--- src/rtl/vga_timing_gen_if.sv ---
// rtl/vga_timing_gen_if.sv - raster timing bundle between pixel-tick source and pixel logic
interface vga_timing_gen_if #(
  parameter int CW = 16
);
  logic          PixEn;
  logic          BorderEn;
  logic [CW-1:0] XAxis;
  logic [CW-1:0] YAxis;
  logic          HS;
  logic          VS;
  logic          ActR;
  logic          border;
  logic          LineStart;
  logic          FrameStart;

  modport master (
    input  PixEn, BorderEn,
    output XAxis, YAxis, HS, VS, ActR, border, LineStart, FrameStart
  );

  modport slave (
    output PixEn, BorderEn,
    input  XAxis, YAxis, HS, VS, ActR, border, LineStart, FrameStart
  );
endinterface

--- src/rtl/vga_timing_gen.sv ---
// rtl/vga_timing_gen.sv - parametrised VGA raster counters with registered sync/active/border/strobes
// Every decoded output is registered from the next counter values, so all outputs align with X/Y.
module vga_timing_gen #(
  parameter int CW       = 16,
  parameter int H_ACTIVE = 640,
  parameter int H_FP     = 16,
  parameter int H_SYNC   = 96,
  parameter int H_BP     = 48,
  parameter int V_ACTIVE = 480,
  parameter int V_FP     = 10,
  parameter int V_SYNC   = 2,
  parameter int V_BP     = 33,
  parameter int BORDER_W = 8,
  parameter int HS_POL   = 0,
  parameter int VS_POL   = 0
) (
  input  logic              Clock,
  input  logic              Reset,
  vga_timing_gen_if.master  bus
);

  localparam int     H_TOTAL = H_ACTIVE + H_FP + H_SYNC + H_BP;
  localparam int     V_TOTAL = V_ACTIVE + V_FP + V_SYNC + V_BP;
  localparam longint CAP     = longint'(1) << CW;

  if (H_TOTAL > CAP || V_TOTAL > CAP) begin : g_bad_total
    $fatal(1, "vga_timing_gen: H_TOTAL/V_TOTAL exceed counter range");
  end
  if (2 * BORDER_W > H_ACTIVE || 2 * BORDER_W > V_ACTIVE) begin : g_bad_border
    $fatal(1, "vga_timing_gen: BORDER_W too large for active area");
  end

  localparam logic [CW-1:0] H_LAST = CW'(H_TOTAL - 1);
  localparam logic [CW-1:0] V_LAST = CW'(V_TOTAL - 1);

  // One extra bit keeps the region limits exact even when a total reaches 2**CW.
  localparam logic [CW:0] H_ACT   = (CW+1)'(H_ACTIVE);
  localparam logic [CW:0] HS_BEG  = (CW+1)'(H_ACTIVE + H_FP);
  localparam logic [CW:0] HS_END  = (CW+1)'(H_ACTIVE + H_FP + H_SYNC);
  localparam logic [CW:0] V_ACT   = (CW+1)'(V_ACTIVE);
  localparam logic [CW:0] VS_BEG  = (CW+1)'(V_ACTIVE + V_FP);
  localparam logic [CW:0] VS_END  = (CW+1)'(V_ACTIVE + V_FP + V_SYNC);
  localparam logic [CW:0] BW      = (CW+1)'(BORDER_W);
  localparam logic [CW:0] H_BR    = (CW+1)'(H_ACTIVE - BORDER_W);
  localparam logic [CW:0] V_BR    = (CW+1)'(V_ACTIVE - BORDER_W);
  localparam logic        HS_ON   = (HS_POL != 0);
  localparam logic        VS_ON   = (VS_POL != 0);

  logic [CW-1:0] x_q, x_d, y_q, y_d;
  logic          hs_q, hs_d, vs_q, vs_d;
  logic          act_q, act_d, bdr_q, bdr_d;
  logic          ls_q, ls_d, fs_q, fs_d;

  logic [CW-1:0] nx, ny;
  logic [CW:0]   wx, wy;
  logic          nact;

  always_comb begin
    nx   = (x_q == H_LAST) ? '0 : x_q + 1'b1;
    ny   = (x_q != H_LAST) ? y_q : ((y_q == V_LAST) ? '0 : y_q + 1'b1);
    wx   = {1'b0, nx};
    wy   = {1'b0, ny};
    nact = (wx < H_ACT) && (wy < V_ACT);

    x_d   = x_q;
    y_d   = y_q;
    hs_d  = hs_q;
    vs_d  = vs_q;
    act_d = act_q;
    bdr_d = bdr_q;
    ls_d  = 1'b0;
    fs_d  = 1'b0;

    if (bus.PixEn) begin
      x_d   = nx;
      y_d   = ny;
      hs_d  = ((wx >= HS_BEG) && (wx < HS_END)) ? HS_ON : ~HS_ON;
      vs_d  = ((wy >= VS_BEG) && (wy < VS_END)) ? VS_ON : ~VS_ON;
      act_d = nact;
      bdr_d = bus.BorderEn && nact &&
              ((wx < BW) || (wx >= H_BR) || (wy < BW) || (wy >= V_BR));
      ls_d  = (nx == '0);
      fs_d  = (nx == '0) && (ny == '0);
    end
  end

  always_ff @(posedge Clock) begin
    if (Reset) begin
      x_q   <= H_LAST;
      y_q   <= V_LAST;
      hs_q  <= ~HS_ON;
      vs_q  <= ~VS_ON;
      act_q <= 1'b0;
      bdr_q <= 1'b0;
      ls_q  <= 1'b0;
      fs_q  <= 1'b0;
    end else begin
      x_q   <= x_d;
      y_q   <= y_d;
      hs_q  <= hs_d;
      vs_q  <= vs_d;
      act_q <= act_d;
      bdr_q <= bdr_d;
      ls_q  <= ls_d;
      fs_q  <= fs_d;
    end
  end

  assign bus.XAxis      = x_q;
  assign bus.YAxis      = y_q;
  assign bus.HS         = hs_q;
  assign bus.VS         = vs_q;
  assign bus.ActR       = act_q;
  assign bus.border     = bdr_q;
  assign bus.LineStart  = ls_q;
  assign bus.FrameStart = fs_q;

endmodule

--- src/flat_wrapper.sv ---
// flat-port wrapper written by rule: the top's interface ports become plain ports
module vga_timing_gen_flat 
#(
  parameter int CW       = 16,
  parameter int H_ACTIVE = 640,
  parameter int H_FP     = 16,
  parameter int H_SYNC   = 96,
  parameter int H_BP     = 48,
  parameter int V_ACTIVE = 480,
  parameter int V_FP     = 10,
  parameter int V_SYNC   = 2,
  parameter int V_BP     = 33,
  parameter int BORDER_W = 8,
  parameter int HS_POL   = 0,
  parameter int VS_POL   = 0
)
  (Clock, Reset, bus_PixEn, bus_BorderEn, bus_XAxis, bus_YAxis, bus_HS, bus_VS, bus_ActR, bus_border, bus_LineStart, bus_FrameStart);
  vga_timing_gen_if #(.CW(CW)) bus_i ();
  input  logic Clock;
  input  logic Reset;
  input wire logic [$bits(bus_i.PixEn)-1:0] bus_PixEn;
  input wire logic [$bits(bus_i.BorderEn)-1:0] bus_BorderEn;
  output wire logic [$bits(bus_i.XAxis)-1:0] bus_XAxis;
  output wire logic [$bits(bus_i.YAxis)-1:0] bus_YAxis;
  output wire logic [$bits(bus_i.HS)-1:0] bus_HS;
  output wire logic [$bits(bus_i.VS)-1:0] bus_VS;
  output wire logic [$bits(bus_i.ActR)-1:0] bus_ActR;
  output wire logic [$bits(bus_i.border)-1:0] bus_border;
  output wire logic [$bits(bus_i.LineStart)-1:0] bus_LineStart;
  output wire logic [$bits(bus_i.FrameStart)-1:0] bus_FrameStart;
  assign bus_i.PixEn = bus_PixEn;
  assign bus_i.BorderEn = bus_BorderEn;
  assign bus_XAxis = bus_i.XAxis;
  assign bus_YAxis = bus_i.YAxis;
  assign bus_HS = bus_i.HS;
  assign bus_VS = bus_i.VS;
  assign bus_ActR = bus_i.ActR;
  assign bus_border = bus_i.border;
  assign bus_LineStart = bus_i.LineStart;
  assign bus_FrameStart = bus_i.FrameStart;
  vga_timing_gen #(.CW(CW), .H_ACTIVE(H_ACTIVE), .H_FP(H_FP), .H_SYNC(H_SYNC), .H_BP(H_BP), .V_ACTIVE(V_ACTIVE), .V_FP(V_FP), .V_SYNC(V_SYNC), .V_BP(V_BP), .BORDER_W(BORDER_W), .HS_POL(HS_POL), .VS_POL(VS_POL)) u_core (.Clock(Clock), .Reset(Reset), .bus(bus_i));
endmodule
--- config.mk ---
export PLATFORM = sky130hd
export DESIGN_NAME = vga_timing_gen_flat
export DESIGN_NICKNAME = d
export VERILOG_FILES = /design/src/rtl/vga_timing_gen_if.sv /design/src/rtl/vga_timing_gen.sv /design/src/flat_wrapper.sv
export SDC_FILE = /design/constraint.sdc
export NUM_CORES = 1
export LEC_CHECK = 0
export ABC_AREA = 1
export CORE_UTILIZATION = 35
export DETAILED_ROUTE_END_ITERATION = 12
export GPL_TIMING_DRIVEN = 0
export SLEW_MARGIN = 20
export SYNTH_ARGS = -nofsm -noshare
export SYNTH_HDL_FRONTEND = slang
export SYNTH_SLANG_ARGS = --single-unit
--- constraint.sdc ---
create_clock -name Clock -period 5.9 [get_ports Clock]
set_input_delay 0.59 -clock Clock [delete_from_list [all_inputs] [get_ports Clock]]
set_output_delay 0.59 -clock Clock [all_outputs]
set_load 0.03 [all_outputs]
Word level (Yosys, flattened, before mapping). Cells that the tools add are included.

RAM bits: 0. Output and inout bits: 38. Memories kept: 0. Memory bits (read-only): 0. Latch bits: 0. Register bits after elaboration: 38. Input port bits: 4.

Reduce and logical (&&, ||, !) cells: 12. Add/sub/neg operators: 2. Muxes and demuxes: 5. Shift operators: 0. Bitwise operators: 1. Eq/ne operators: 3. Divide/modulo/power cells: 0. Order comparisons: 10. $mul: 0.

Operators with widths (number): $mux 16 (3); $add 16x1->16 const B (2); $eq 16x10->1 const B (2); $ge 16x10->1 const B (2); $ge 16x9->1 const B (2); $logic_not 16->1 (2); $lt 16x10->1 const B (2); $lt 16x4->1 const B (2); $lt 16x9->1 const B (2); $ne 16x10->1 const B (1); $logic_and 1x1->1 (6); $logic_or 1x1->1 (3); $mux 1 (2); $reduce_or 2->1 (1); $not 1->1 (1).

Depth between registers and ports, before layout. Gate-level depths: netlist of the first run.

Depth after elaboration: 7. Gate-level depth with buffers: 17.

Worst setup path after synthesis of the first run. No wires, ideal clock.

Path kind: reg2reg. Start point: register u_core.x_q[1] (netlist: u_core.bus.XAxis[1]). End point: register u_core.bdr_q (netlist: u_core.bus.border). Buffers on the path: 0. Cell stages (with the launch flop): 16. Required time: 5.833 ns. Path slack: 3.740 ns. Data arrival time: 2.093 ns. Period minus slack after synthesis: 2.160 ns. Library setup time: 0.067 ns. Cells stage by stage: dfxtp_1 > ha_1 > nand2_4 > nor2_2 > nand2_2 > clkinv_2 > nand3_1 > nand2_1 > nand2_1 > nor2_1 > nand2_1 > nor2_1 > nand3_2 > nor2_2 > nand2_1 > a21oi_2.

Longest elaborated chain between the ends: 7. Elaborated cells on any way between the ends: 17. Those cells by class: add/sub: 1; order compare: 6; eq/ne: 2; mux: 2; reduce/logical: 6.

Ends and longest elaborated chain: from (decl) (RTL line vga_timing_gen.sv:49) `logic [CW-1:0] x_q, x_d, y_q, y_d;`; from (signal assigned) (RTL line vga_timing_gen.sv:89) `x_q <= H_LAST;`; from (signal assigned) (RTL line vga_timing_gen.sv:98) `x_q <= x_d;`; $add 16x1->16 or $eq 16x10->1 (tied branches) (RTL line vga_timing_gen.sv:59) `nx = (x_q == H_LAST) ? '0 : x_q + 1'b1;`; $mux 16 (RTL line vga_timing_gen.sv:59); $lt 16x4->1 or $ge 16x10->1 (tied branches) (RTL line vga_timing_gen.sv:81) `((wx < BW) || (wx >= H_BR) || (wy < BW) || (wy >= V_BR));`; $logic_or 1x1->1 (3 in a row) (RTL line vga_timing_gen.sv:81); $logic_and 1x1->1 * (RTL line vga_timing_gen.sv:80) `bdr_d = bus.BorderEn && nact &&`; to (signal assigned) (RTL line vga_timing_gen.sv:103) `bdr_q <= bdr_d;`; to (decl) (RTL line vga_timing_gen.sv:51) `logic act_q, act_d, bdr_q, bdr_d;`.

Every way passes the cells marked *; elsewhere a longest branch is shown, timed or not. A chain may end at the register's enable or synchronous reset.

==> results of run 1 <==
==> sequential cells by signal, indices dropped and copies added (netlist names) <==
| name | cells |
|---|---|
| u_core.bus.border | 1 |
| u_core.bus.XAxis | 16 |
| u_core.bus.YAxis | 16 |
| u_core.bus.ActR | 1 |
| u_core.bus.HS | 1 |
| u_core.bus.FrameStart | 1 |
| u_core.bus.LineStart | 1 |
| u_core.bus.VS | 1 |
==> cells in the mapped netlist, types with 2 or more instances <==
cell type | count | share of area
nand2_1 | 160 | 0.20
nor2_1 | 77 | 0.098
inv_1 | 63 | 0.080
nand3_1 | 47 | 0.080
dfxtp_1 | 38 | 0.26
o21ai_0 | 25 | 0.043
a21oi_1 | 17 | 0.029
nand4_1 | 11 | 0.023
nor2_2 | 10 | 0.021
o22ai_1 | 9 | 0.019
clkbuf_1 | 6 | 0.0077
nand2_2 | 6 | 0.013
xor2_1 | 4 | 0.012
ha_1 | 3 | 0.013
and2_1 | 2 | 0.0043
buf_2 | 2 | 0.0034
nand3_2 | 2 | 0.0068
nor2_8 | 2 | 0.014
nor3_1 | 2 | 0.0034
==> metal layers <==
metal  vias up  share of wire  global-route usage
li1       1720              -                   -
met1      1463           0.47              0.2547
met2        63           0.48              0.3637
met3        14          0.039             0.03155
met4         0          0.018             0.06923
met5         -              0                   0
==> cells by family (layout without fill, tap and decap cells) <==
family          after synthesis  after routing  share of synthesized area
xor+xnor                      4              4                    0.01190
simple gates                324            324                     0.4911
buf+inv                      77            126                     0.1063
fa+ha+maj                     3              3                    0.01276
flops                        38             38                     0.2585
compound gates               61             61                     0.1195
==> cell type report <==
cell class,count,area (um2),share of cell area
clock inverters,3,68.82,0.01900
inverters,66,249.0,0.06874
flip-flops and latches,38,760.7,0.2100
plain buffers,11,63.81,0.01762
repair buffers,41,410.4,0.1133
clock buffers,5,68.82,0.01900
multi-input cells,392,1869,0.5161
well taps,105,131.4,0.03627
==> report_power, final <==
| group | internal (mW) | switching, mW | leakage [nW] |
|---|---|---|---|
| Combinational | 0.0676 | 0.138 | 1.26 |
| Sequential | 0.267 | 0.0159 | 0.310 |
| Clock | 0.170 | 0.112 | 0.0683 |
| Total | 0.504 | 0.266 | 1.64 |
==> worst reg2reg max path: cells and delay by family, from the launching register on <==
family | cells | cell delay [ps]
flops | 1 | 400
fa+ha+maj | 1 | 240
simple gates | 12 | 1540
compound gates | 1 | 50
==> path summary, 6_finish.rpt <==
path,slack (ps),cells past startpoint,from,end
max,3370,7,bus_PixEn,u_core.bus.YAxis[9]
min,480,2,u_core.bus.ActR,u_core.bus.ActR
max reg2reg,3550,14,u_core.bus.XAxis[1],u_core.bus.border
min reg2reg,480,2,u_core.bus.ActR,u_core.bus.ActR
==> qor.txt, run 1 <==
Buffers on Ports - 41
dpl ws - 3053 ps
CTS tree - built
Initial Util - 0.3600
CP Launch Type - input port
CP delay by family, top - buffers and inverters
total leakage power - 1.642 nW
post-layout util - 0.4431
routed len/inst - 13.03 um
synthesis-to-finish area growth - 23.09%
Hold Violations, Final - 0
final worst path period share - 0.4286
Worst Hold Slack - 484.5 ps
Setup violations, final - 0
mapped cell area - 2943 um2
Synth Net Count - 514
post-route minimum period - 2529 ps
die height - 93.70 um
root buf cell - clkbuf_8
Remaining DRCs - 0
WP buf/inv - 5
Rows - 33
#FFs+latches synth - 38
top_reg_cell synth - dfxtp_1
Max-Slew Margin vs Limit - 0.5593
layout cell share with drive strength beyond 1 - 0.07374
Hold WC Path Type - flip-flop to flip-flop
H-tree depth - 2
Via Count - 3260
CP Max Fanout - 10
synth warn - 0
Crit path top cell by count - inv_1
Cell Area, Placed - 3485 um2
final WL - 8.612 mm
pwr/cell area - 212.6 nW/um2
Cells after Synth - 507
largest net degree at the start of global routing - 14
FMAX - 0.3955 GHz
number of CTS-inserted buffers - 5
worst-margin pin slew - 658.6 ps
die width - 93.70 um
Via-to-Cell Ratio - 4.932
CP cell instances - clkdlybuf4s50_1 > inv_1 > nor2_1 > inv_1 > clkbuf_1 > o22ai_1 > inv_1
EDFF count, synth - 0
# Post-CTS Setup Buffers - 0
Core ar. - 8175 um2
Placed Instances - 653
status - completed
TritonCTS Sinks - 38
clock tree buffer depth - 2
worst vdd ir - 0.1108 mV
maxcap violations - 0
hold_buf cts - 0
drt first pass iters - 4
Arr. time, crit path - 2740 ps
global router's overall resource usage - 0.2067
IO Pins - 42
grt total ovfl - 0
Max Slew Vio Count - 0
total power - 0.7700 mW
sequential cell area fraction in the yosys report - 0.2585
first-pass GRT wire length - 14.21 mm
Worst setup EP type - flip-flop
asr flop ratio synth - 0
Routed Antenna Nets - 0
vias in the first global route - 3042
Crit Path Class - input port to flip-flop
leading cell type in the layout, fill and taps excluded - nand2_1
Finished Cell Area - 3622 um2
DP Wirelength - 6.629 mm
CTS clk-pin slew, worst paths - 90 ps
post_cts resized - 0
Die Area - 8779 um2
slowest CP cell - clkdlybuf4s50_1
antenna violations before repair - 0
synthesized area per cell - 5.804 um2
# fillers - 901
clk_lat worst skew - 310 ps
Routability Congestion - 0.8470
CP max stage delay - 600 ps
synth unique cells - 40
clock skew - 9.730 ps
Cell Count, Final, Fillers Out - 661
worst endpoint required time - 6110 ps
nets@finish - 562
Final WS setup - 3371 ps
setup tns final - 0 ps
commonest non-fill, non-tap cells in the layout - nand2_1 (160), nor2_1 (77), inv_1 (63), nand3_1 (47), clkdlybuf4s50_1 (41)
RSZ-0062 raised after global routing - false
Ant. Diodes - 0
first-iteration detailed-routing DRC count - 154
Power figures use the tool's default switching activity.
==> run 2: changes to the inputs <==
==> constraint.sdc (replaced) <==
create_clock -name Clock -period 2.23 [get_ports Clock]
set_input_delay 0.223 -clock Clock [delete_from_list [all_inputs] [get_ports Clock]]
set_output_delay 0.223 -clock Clock [all_outputs]
set_load 0.03 [all_outputs]
==> qor.txt, run 2 (synthesis results as in run 1) <==
IO Pins - 42
post-route minimum period - 2125 ps
max layer used - met4
clk_lat worst skew - 310 ps
Crit Path Class - flip-flop to flip-flop
hold_buf cts - 0
status - completed
final WL - 8.953 mm
antenna violations before repair - 0
Placed Instances - 653
total leakage power - 1.720 nW
global router's overall resource usage - 0.2072
Setup violations, final - 0
Finished Cell Area - 3925 um2
clock skew - 11.57 ps
first-iteration detailed-routing DRC count - 153
worst vdd ir - 0.2981 mV
pwr/cell area - 544.5 nW/um2
Critical R2R Capture - u_core.bus.VS
CTS tree - built
Remaining DRCs - 0
largest net degree at the start of global routing - 14
slowest CP cell - dfxtp_4
nets@finish - 571
Crit path top cell by count - nand2_1
die width - 93.70 um
Arr. time, crit path - 2340 ps
worst endpoint required time - 2440 ps
maxcap violations - 0
M1 WL - 4.021 mm
worst-margin pin slew - 521.9 ps
Die Area - 8779 um2
clock tree buffer depth - 2
FMAX - 0.4707 GHz
leading cell type in the layout, fill and taps excluded - nand2_1
CP Launch Type - flip-flop
die height - 93.70 um
synthesis-to-finish area growth - 33.38%
Max-Slew Margin vs Limit - 0.6521
Ant. Diodes - 0
number of CTS-inserted buffers - 5
final worst path period share - 0.9527
Worst setup EP type - flip-flop
routed len/inst - 13.36 um
Core ar. - 8175 um2
first-pass GRT wire length - 14.25 mm
CP max stage delay - 370 ps
Final WS setup - 105.5 ps
vias in the first global route - 3043
dpl ws - -250.2 ps
Cell Count, Final, Fillers Out - 670
total power - 2.137 mW
Critical R2R Launch - u_core.bus.XAxis[1]
Rows - 33
met2 WL - 4.447 mm
CP Max Fanout - 6
root buf cell - clkbuf_8
drt first pass iters - 4
DP Wirelength - 6.629 mm
Via Count - 3316
CP cell instances - ha_4 > nand2_8 > nor2_8 > inv_4 > nor2_4 > nand2_4 > buf_8 > buf_6 > a21oi_2 > nand2_1 > nor3_1 > nand3_1 > nand2_1 > nand2_1
Max Slew Vio Count - 0
H-tree depth - 2
Worst Reg-to-Reg Cells - 14
Worst Hold Slack - 486.2 ps
commonest non-fill, non-tap cells in the layout - nand2_1 (146), inv_1 (61), nor2_1 (58), nand3_1 (46), clkdlybuf4s50_1 (41)
R2R Setup Slk - 110 ps
Via-to-Cell Ratio - 4.949
Routed Antenna Nets - 0
CTS clk-pin slew, worst paths - 90 ps
critical path launch point - u_core.bus.XAxis[1]
layout cell share with drive strength beyond 1 - 0.1858
Hold Violations, Final - 0
grt total ovfl - 0
Hold WC Path Type - flip-flop to flip-flop
metal3 WL - 399 um
Buffers on Ports - 41
Routability Congestion - 0.8470
RSZ-0062 raised after global routing - true
Initial Util - 0.3600
Cell Area, Placed - 3485 um2
TritonCTS Sinks - 38
CP Capture Point - u_core.bus.VS
==> run 2: changes by cell type in the layout (fill, tap and decap cells not counted), sizes merged <==
| cell | before | now |
|---|---|---|
| buf | 4 | 13 |
==> run 2: layout make-up <==
cell class,instances,area [um2]
Fill cell,873,4250
Multi-Input combinational cell,392,2068
Sequential cell,38,784.5
Timing Repair Buffer,50,481.7
Inverter,66,254.0
Tap cell,105,131.4
Clock buffer,5,68.82
Clock inverter,3,68.82
Buffer,11,67.56
==> run 2: critical path, delay by kind of cell, from the launching register on <==
family	cells	cell delay (ps)
buf+inv	3	320
flops	1	370
simple gates	9	950
compound gates	1	200
fa+ha+maj	1	160
==> run 2: timing repair <==
item	4_1_cts	5_1_grt
pin swaps	0	15
gates resized for setup	6	71
setup endpoints to repair	2	6
buffers inserted	0	9
==> run 2: how the worst min path moves through the flow <==
stage,depth (start not counted),endpoint,slack [ps],start
2_1_floorplan,2,u_core.bus.XAxis[7],410,bus_PixEn
3_3_place_gp,2,u_core.bus.HS,460,u_core.bus.HS
3_5_place_dp,2,u_core.bus.HS,460,u_core.bus.HS
4_1_cts,2,u_core.bus.ActR,490,u_core.bus.ActR
5_1_grt,2,u_core.bus.HS,510,u_core.bus.HS
6_report,2,u_core.bus.ActR,490,u_core.bus.ActR
==> run 2: routing by layer <==
layer  global-route usage  vias up
met3              0.03155       10
met5                    0        -
met1               0.2552     1505
met2               0.3650       71
li1                     -     1730
met4              0.06923        0
==> run 2: report_power, final <==
part | internal (mW) | switching, mW
sequential | 0.710 | 0.0467
combinational | 0.227 | 0.408
clock | 0.449 | 0.297
total | 1.39 | 0.751
==> run 2: stage by stage <==
step                      setup TNS [ps]  utilization
after floorplan                        0            -
after global placement             -2174       0.4262
after detailed placement           -2104       0.4262
after CTS                              0       0.4446
after global routing              -76.15       0.4801
final                                  0       0.4801
==> run 3: changes to the inputs <==
--- a/config.mk
+++ b/config.mk
@@ -7,8 +7,10 @@
 export LEC_CHECK = 0
 export ABC_AREA = 1
 export CORE_UTILIZATION = 35
+export CTS_CLUSTER_DIAMETER = 50
 export DETAILED_ROUTE_END_ITERATION = 12
 export GPL_TIMING_DRIVEN = 0
+export SETUP_SLACK_MARGIN = 0.2
 export SLEW_MARGIN = 20
 export SYNTH_ARGS = -nofsm -noshare
 export SYNTH_HDL_FRONTEND = slang
==> constraint.sdc (replaced) <==
create_clock -name Clock -period 2.05 [get_ports Clock]
set_input_delay 0.205 -clock Clock [delete_from_list [all_inputs] [get_ports Clock]]
set_output_delay 0.205 -clock Clock [all_outputs]
set_load 0.03 [all_outputs]
==> qor.txt, run 3 (synthesis results as in run 1) <==
hold_buf cts - 0
worst-margin pin slew - 553.7 ps
first-iteration detailed-routing DRC count - 100
layout cell share with drive strength beyond 1 - 0.2035
Finished Cell Area - 3924 um2
pwr/cell area - 531.6 nW/um2
status - completed
Placed Instances - 653
Worst setup EP type - flip-flop
worst endpoint required time - 2230 ps
WP buf/inv - 3
dpl ws - -451.6 ps
Max-Slew Margin vs Limit - 0.6308
Buffers on Ports - 41
Reg area - 794.5 um2
grt met1 use - 0.2638
grt total ovfl - 0
Cell Area, Placed - 3533 um2
drt first pass iters - 4
H-tree depth - 2
CP max stage delay - 380 ps
CP delay by family, top - simple AND/OR/NAND/NOR gates
Via-to-Cell Ratio - 5.007
Core ar. - 8175 um2
CTS clk-pin slew, worst paths - 70 ps
Routed Antenna Nets - 0
Via Count - 3355
routed len/inst - 13.70 um
CP cell instances - ha_4 > nand2_4 > nor2_8 > inv_2 > nor2_4 > nand2_4 > buf_8 > nor2_2 > nor2_2 > buf_4 > nor3_2 > nand3_1 > nand2_1 > nand2_1
multi-input gate area in the final layout - 2078 um2
global route hottest layer - met2
Crit Path Class - flip-flop to flip-flop
CP Launch Type - flip-flop
setup tns final - 0 ps
R2R Setup Slk - 1 ps
leading cell type in the layout, fill and taps excluded - nand2_1
TritonCTS Sinks - 38
Critical R2R Launch - u_core.bus.XAxis[1]
Die Area - 8779 um2
total power - 2.086 mW
# fillers - 864
RSZ-0062 raised after global routing - true
Initial Util - 0.3600
commonest non-fill, non-tap cells in the layout - nand2_1 (147), inv_1 (60), nor2_1 (53), nand3_1 (46), clkdlybuf4s50_1 (41)
clock tree buffer depth - 2
Cell Count, Final, Fillers Out - 670
CP Max Fanout - 10
total leakage power - 1.726 nW
final worst path period share - 0.9994
Critical R2R Capture - u_core.bus.VS
maxcap violations - 0
final WL - 9.176 mm
largest net degree at the start of global routing - 12
Remaining DRCs - 0
antenna violations before repair - 0
die height - 93.70 um
global router's overall resource usage - 0.2199
Ant. Diodes - 0
vias in the first global route - 3122
Final WS setup - 1.238 ps
Worst Hold Slack - 472.3 ps
clock skew - 15.85 ps
Rows - 33
post-layout util - 0.4800
Hold WC Path Type - flip-flop to flip-flop
worst vdd ir - 0.3193 mV
post-route minimum period - 2049 ps
nets@finish - 571
met2 GRT Util - 0.3996
Max Slew Vio Count - 0
DP Wirelength - 6.937 mm
Worst Reg-to-Reg Cells - 14
first-pass GRT wire length - 15.06 mm
synthesis-to-finish area growth - 33.33%
hold path cells - 2
CTS tree - built
Arr. time, crit path - 2230 ps
Hold Path End - u_core.bus.ActR
Hold Violations, Final - 0
die width - 93.70 um
number of CTS-inserted buffers - 5
Routability Congestion - 0.9013
clk_lat worst skew - 300 ps
slowest CP cell - dfxtp_4
FMAX - 0.4881 GHz
hold_sp - u_core.bus.ActR
Setup violations, final - 0
met3 Usage GRT - 0.03074
root buf cell - clkbuf_8
IO Pins - 42
run 3: cell count changes in the layout (fill, tap and decap cells not counted), sizes merged:
cell / delta
buf: -1
bufinv: -2
clkbuf: +3
run 3: tightest hold or removal path: cells and delay by family, from the launching register on:
| family | cells | cell delay (ps) |
|---|---|---|
| compound gates | 1 | 50 |
| flops | 1 | 310 |
| simple gates | 1 | 60 |
run 3: final cells by class:
| class | instances | share of cell area |
|---|---|---|
| multi-input combinational | 392 | 0.5297 |
| timing repair buffer | 50 | 0.1282 |
| buffer | 11 | 0.01881 |
| tap | 105 | 0.03348 |
| inverter | 66 | 0.06409 |
| sequential | 38 | 0.2025 |
| clock buffer | 7 | 0.02200 |
| clock inverter | 1 | 0.001276 |
run 3: metal layers:
layer / vias to the layer above / routed length (um)
met5: - / 0
met1: 1531 / 4089
met3: 19 / 288
met4: 0 / 215
li1: 1736 / -
met2: 69 / 4583
run 3: worst max path at each step:
| stage | startpoint | end | slack, ps | cells past startpoint |
|---|---|---|---|---|
| 5_1_grt | u_core.bus.XAxis[7] | u_core.bus.border | -120 | 16 |
| 6_report | u_core.bus.XAxis[1] | u_core.bus.VS | 1 | 14 |
| 3_3_place_gp | bus_PixEn | u_core.bus.YAxis[9] | -450 | 7 |
| 3_5_place_dp | bus_PixEn | u_core.bus.YAxis[9] | -450 | 7 |
| 4_1_cts | u_core.bus.XAxis[1] | u_core.bus.border | -0.3 | 16 |
| 2_1_floorplan | u_core.bus.XAxis[0] | u_core.bus.border | 180 | 16 |
run 3: where the power goes:
part | leakage, nW | switching (mW) | internal (mW)
clock | 0.0482 | 0.280 | 0.272
combinational | 1.37 | 0.457 | 0.252
sequential | 0.313 | 0.0516 | 0.773
total | 1.73 | 0.789 | 1.30
run 3: timing repair:
| item | 4_1_cts | 5_1_grt |
|---|---|---|
| endpoints found under the setup margin | 16 | 17 |
| pin swaps | 8 | 6 |
| resized for setup | 40 | 25 |
| buffers inserted | 5 | 4 |
| gates cloned | 0 | 0 |
| hold endpoints to repair | 0 | 0 |
